<file path="src/rtl/mux16_arbiter_pkg.sv">
// Shared types and constants for the mux16 round-robin arbiter.
// State encoding and source IDs are used by RTL and bench alike.
package mux16_arbiter_pkg;

   typedef enum logic {
      ST_EMPTY = 1'b0,
      ST_FULL  = 1'b1
   } state_t;

   localparam logic SRC_A = 1'b0;
   localparam logic SRC_B = 1'b1;

   localparam int DEF_DATA_W = 16;

endpackage

</file>
<file path="src/rtl/mux16.sv">
// Two-input word multiplexer shared by sources A and B.
// sel=0 passes a, sel=1 passes b.
module mux16 #(
   parameter int DATA_W = 16
) (
   input  logic [DATA_W-1:0] a,
   input  logic [DATA_W-1:0] b,
   input  logic              sel,
   output logic [DATA_W-1:0] out
);

   assign out = sel ? b : a;

endmodule

</file>
<file path="src/rtl/mux16_arbiter.sv">
// Round-robin arbiter for two sources sharing one mux16 datapath,
// with a single-entry valid/ready output register and grant counters.
module mux16_arbiter
   import mux16_arbiter_pkg::*;
#(
   parameter int DATA_W = DEF_DATA_W,
   parameter int CNT_W  = 8
) (
   input  logic              clk,
   input  logic              reset,
   input  logic              a_valid,
   input  logic [DATA_W-1:0] a_data,
   output logic              a_ready,
   input  logic              b_valid,
   input  logic [DATA_W-1:0] b_data,
   output logic              b_ready,
   output logic              out_valid,
   output logic [DATA_W-1:0] out_data,
   output logic              out_src,
   input  logic              out_ready,
   output logic              sel,
   output logic [CNT_W-1:0]  cnt_a,
   output logic [CNT_W-1:0]  cnt_b
);

   state_t            state;
   logic              last_grant;
   logic              grant;
   logic              can_load;
   logic              xfer;
   logic [DATA_W-1:0] mux_out;

   // With no requester, grant stays on last_grant so sel does not toggle.
   always_comb begin
      grant = last_grant;
      if (a_valid && b_valid)
         grant = ~last_grant;
      else if (a_valid)
         grant = SRC_A;
      else if (b_valid)
         grant = SRC_B;
   end

   assign sel       = grant;
   assign out_valid = (state == ST_FULL);
   assign can_load  = (state == ST_EMPTY) || (out_ready && out_valid);

   assign a_ready = !reset && can_load && a_valid && (grant == SRC_A);
   assign b_ready = !reset && can_load && b_valid && (grant == SRC_B);
   assign xfer    = a_ready || b_ready;

   mux16 #(
      .DATA_W (DATA_W)
   ) u_mux (
      .a   (a_data),
      .b   (b_data),
      .sel (sel),
      .out (mux_out)
   );

   always_ff @(posedge clk) begin
      if (reset) begin
         state      <= ST_EMPTY;
         out_data   <= '0;
         out_src    <= SRC_A;
         last_grant <= SRC_B;
         cnt_a      <= '0;
         cnt_b      <= '0;
      end else if (xfer) begin
         state      <= ST_FULL;
         out_data   <= mux_out;
         out_src    <= grant;
         last_grant <= grant;
         if (grant == SRC_A)
            cnt_a <= cnt_a + CNT_W'(1);
         else
            cnt_b <= cnt_b + CNT_W'(1);
      end else if (out_valid && out_ready) begin
         state <= ST_EMPTY;
      end
   end

endmodule

</file>
<file path="config.mk">
export PLATFORM = sky130hd
export DESIGN_NAME = mux16_arbiter
export DESIGN_NICKNAME = d
export VERILOG_FILES = /design/src/rtl/mux16_arbiter_pkg.sv /design/src/rtl/mux16.sv /design/src/rtl/mux16_arbiter.sv
export SDC_FILE = /design/constraint.sdc
export NUM_CORES = 1
export LEC_CHECK = 0
export ABC_AREA = 1
export BUFFER_PORTS_ARGS = -buffer_cell sky130_fd_sc_hd__buf_2
export CAP_MARGIN = 20
export CELL_PAD_IN_SITES_DETAIL_PLACEMENT = 1
export CELL_PAD_IN_SITES_GLOBAL_PLACEMENT = 2
export CORE_ASPECT_RATIO = 0.8
export CORE_MARGIN = 2
export CORE_UTILIZATION = 24
export CTS_BUF_LIST = sky130_fd_sc_hd__clkbuf_8
export CTS_CLUSTER_DIAMETER = 100
export DETAILED_ROUTE_END_ITERATION = 10
export PLACE_DENSITY_LB_ADDON = 0.1
export SETUP_SLACK_MARGIN = 0.5
export SLEW_MARGIN = 10
export SYNTH_ARGS = -nofsm -noshare
export SYNTH_HDL_FRONTEND = slang
export SYNTH_SLANG_ARGS = --single-unit
export TNS_END_PERCENT = 5
</file>
<file path="constraint.sdc">
create_clock -name clk -period 1.4 [get_ports clk]
set_clock_uncertainty 0.05 [all_clocks]
set_input_delay 0.28 -clock clk [delete_from_list [all_inputs] [get_ports clk]]
set_output_delay 0.28 -clock clk [all_outputs]
set_load 0.005 [all_outputs]
</file>
==> metrics.md <==
| Metric | Value |
|---|---|
| Outcome | `complete, but fails checks` |
| Failing checks | `negative setup slack` |
| Leading cell type in the layout, fill and taps excluded | `nand2_1` |
| Highest metal layer with signal wires | `met4` |
| Residual overflow from global routing | `0` |
| Count of input and output buffers | `73` |
| Row Count | `27` |
| Metal2 WL | `roughly 2500 um` |
| Total leakage power | `approximately 0.0013 uW` |
| Setup-violating endpoint count in the final report | `5` |
| Kind of critical path | `reg -> out` |
| Tot GR Track Use | `15.3%` |
| Clock network latency to the later pin of the worst-skew pair | `slightly below 0.3 ns` |
| Worst hold slack | `about 0.24 ns` |
| Worst Path Required | `about 1.1 ns` |
| Routed vias/inst | `4.32` |
| Number of synthesized register bits | `35` |
| Final Wtd Congestion | `0.767` |
| Hold Path Depth | `5` |
| Cells along the critical path | `nand2_4 -> o21ai_4 -> buf_4 -> nor2_4 -> buf_2` |
| Final total power | `roughly 2600 uW` |
| Register clock-pin slew on the reported worst setup and hold paths | `0.08 ns` |
| Synthesized netlist net count | `between 200 and 300` |
| Util after Layout | `38.6%` |
| Fill cell count | `~860` |
| Vias in the first global route | `1956` |
| Routed length on met1 | `about 2600 um` |
| Initial antenna violation count | `0` |
| Total clock sinks | `35` |
| Number of remaining DRC errors | `0` |
| Highest-delay cell along the critical path | `dfxtp_4` |
| Effective utilization at floorplan | `roughly a quarter` |
| Share of post-route cells with drive strength above 1 | `44.9%` |
| Pin count of the biggest net entering global routing | `23` |
| DP HPWL | `just under 4000 um` |
| Wire length of the first global-routing pass | `between 9000 and 10000 um` |
| Area growth from synthesis to final layout | `58.2%` |
| Max-capacitance violation count | `0` |
| Clock tree from TritonCTS | `built` |
| Largest stage delay, worst path | `around 0.37 ns` |
| Clock buffer count from CTS | `5` |
| Initial DRC count | `between 60 and 70` |
| Number of iterations in the first detailed-routing pass | `4` |
| Horizontal extent of the die | `approximately 97 um` |
| Die Ht | `just under 80 um` |
| Via total after detailed routing | `1847` |
| Worst endpoint data arrival time | `1.19 ns` |
| Tightest Hold Check Type | `in -> reg` |
| Pwr per Cell Area | `1000 nW/um^2` |
| Number of failing hold endpoints at the final stage | `0` |
| Total count of max-transition violations in the final report | `0` |
| Die footprint | `approximately 7600 um^2` |
| Endpoint kind of the worst setup timing path | `output pin` |
| Share of synthesized area occupied by flip-flops and latches | `42.3%` |
| Average routed wire per standard cell | `between 10 and 15 um` |
| Wire length on met3 | `~260 um` |
| Critical path peak fanout | `3` |
| Max Fclk | `approximately 0.66 GHz` |
| Min Tclk post-route | `between 1.5 and 2 ns` |
| Unrepaired setup endpoints after global routing | `true` |
| Number of buffers on the longest clock path | `2` |
| Total detailed-routing wirelength | `about 5400 um` |
| Synthesized area | `~1700 um^2` |
| Max_slew headroom | `between 80% and 90%` |
| Peak supply drop | `431 uV` |
| Count of cells along the worst register-to-register path | `7` |
| Leading cell types in the layout, fill and taps excluded | `nand2_1 (75), buf_2 (56), nor2_1 (52)` |
| Final net count | `approximately 380` |
| Critical path startpoint category | `flop` |
| Post-synthesis instance total | `around 240` |
| Core box area | `6790 um^2` |
| Remaining number of nets flagged by the antenna check after routing | `0` |
| Total number of H-tree levels | `2` |
| Total inserted antenna cells | `0` |
| Number of warnings printed during yosys synthesis | `0` |
| Root cell of the clock tree | `clkbuf_8` |
| Setup slack after layout | `-0.117 ns` |
| Mean Syn Cell Area | `approximately 6.8 um^2` |
| Cell variety after synth | `25` |
| I/O Pins | `74` |
| Worst-Margin Slew | `between 0.2 and 0.3 ns` |
| Share of the cycle needed by the critical path after routing | `108%` |
==> state kept, by name (all words and copies together) (netlist names) <==
register	cells
out_src	1
out_valid	1
cnt_a	8
last_grant	1
out_data	16
cnt_b	8
==> worst max-delay path: cells and delay by family (launching register included) <==
family                 cells  cell delay, ns
flip-flops                 1            0.37
buffers and inverters      2            0.28
AND/OR/NAND/NOR            2            0.17
AO/OA/AOI/OAI              1            0.08
==> per-layer routing <==
metal / vias up / global-route usage [%]
met5: - / 0
met4: 0 / 3.38
met3: 2 / 4.45
met2: 45 / 25.2
met1: 824 / 19.8
li1: 976 / -
==> cells in the mapped netlist <==
cell type | number | area [um^2]
nor3_1 | 1 | 5.00
buf_2 | 3 | 15.0
inv_1 | 5 | 18.8
nor2_4 | 1 | 11.3
buf_6 | 2 | 22.5
a21oi_2 | 1 | 8.76
nor2_2 | 1 | 6.26
buf_4 | 3 | 22.5
xor2_1 | 1 | 8.76
inv_6 | 1 | 8.76
clkbuf_1 | 1 | 3.75
nand4_1 | 1 | 6.26
inv_2 | 2 | 7.51
xnor2_1 | 3 | 26.3
ha_1 | 2 | 25.0
nand2_2 | 1 | 6.26
a21oi_1 | 13 | 65.1
nor3b_1 | 2 | 15.0
buf_1 | 1 | 3.75
o21ai_4 | 1 | 16.3
nand2_1 | 77 | 289
nand3_1 | 14 | 70.1
o21ai_0 | 20 | 100
nor2_1 | 52 | 195
dfxtp_1 | 35 | 701
==> stage by stage <==
stage,area [um^2],std cells,TNS (ns),setup WS (ns)
finish,2620,428,-0.394,-0.117
global route,2620,428,-1.90,-0.173
CTS,2540,424,-0.437,-0.136
detailed placement,2230,412,-0.326,-0.0923
global placement,2230,412,-0.0658,-0.0483
floorplan,1680,244,0,0.148
==> power breakdown <==
part | switching [uW] | total [uW] | leakage, uW | internal (uW)
logic | 272 | 557 | 0.000898 | 285
clock network | 394 | 971 | 0.0000612 | 577
registers | 41.1 | 1100 | 0.000299 | 1060
==> final cells by class <==
type | instances | area [um^2] | share of cell area [%]
Sequential cell | 35 | 749 | 28.6
Multi-Input combinational cell | 191 | 890 | 33.9
Clock inverter | 2 | 35.0 | 1.34
Inverter | 8 | 42.5 | 1.62
Tap cell | 87 | 109 | 4.15
Clock buffer | 6 | 82.6 | 3.15
Timing Repair Buffer | 99 | 714 | 27.2
==> path summary, 6_finish.rpt <==
kind	start	endpoint	slack, ns
worst max register to register	last_grant	cnt_b[1]	-0.04
worst min-delay path	b_data[4]	out_data[4]	0.24
worst min register to register	out_src	out_src	0.42
worst max-delay path	last_grant	b_ready	-0.12
==> timing repair <==
action | CTS | global route
gates resized for setup | 58 | 11
hold buffers | 0 | 0
setup buffers | 4 | 4
pin swaps | 3 | 4
endpoints found under the setup margin | 72 | 72
==> logic make-up (layout without fill, tap and decap cells) <==
family                     count (synthesis)  count (layout)  synth area share (%)
AOI/OAI and AO/OA                         35              35                  11.5
xor gates and xnor gates                   4               4                  2.11
adders and majority gates                  2               2                  1.51
buffers and inverters                     18             115                  6.19
DFF                                       35              35                  42.3
and+or+nand+nor                          150             150                  36.5
Note: power is estimated with default switching activity, not from simulation.
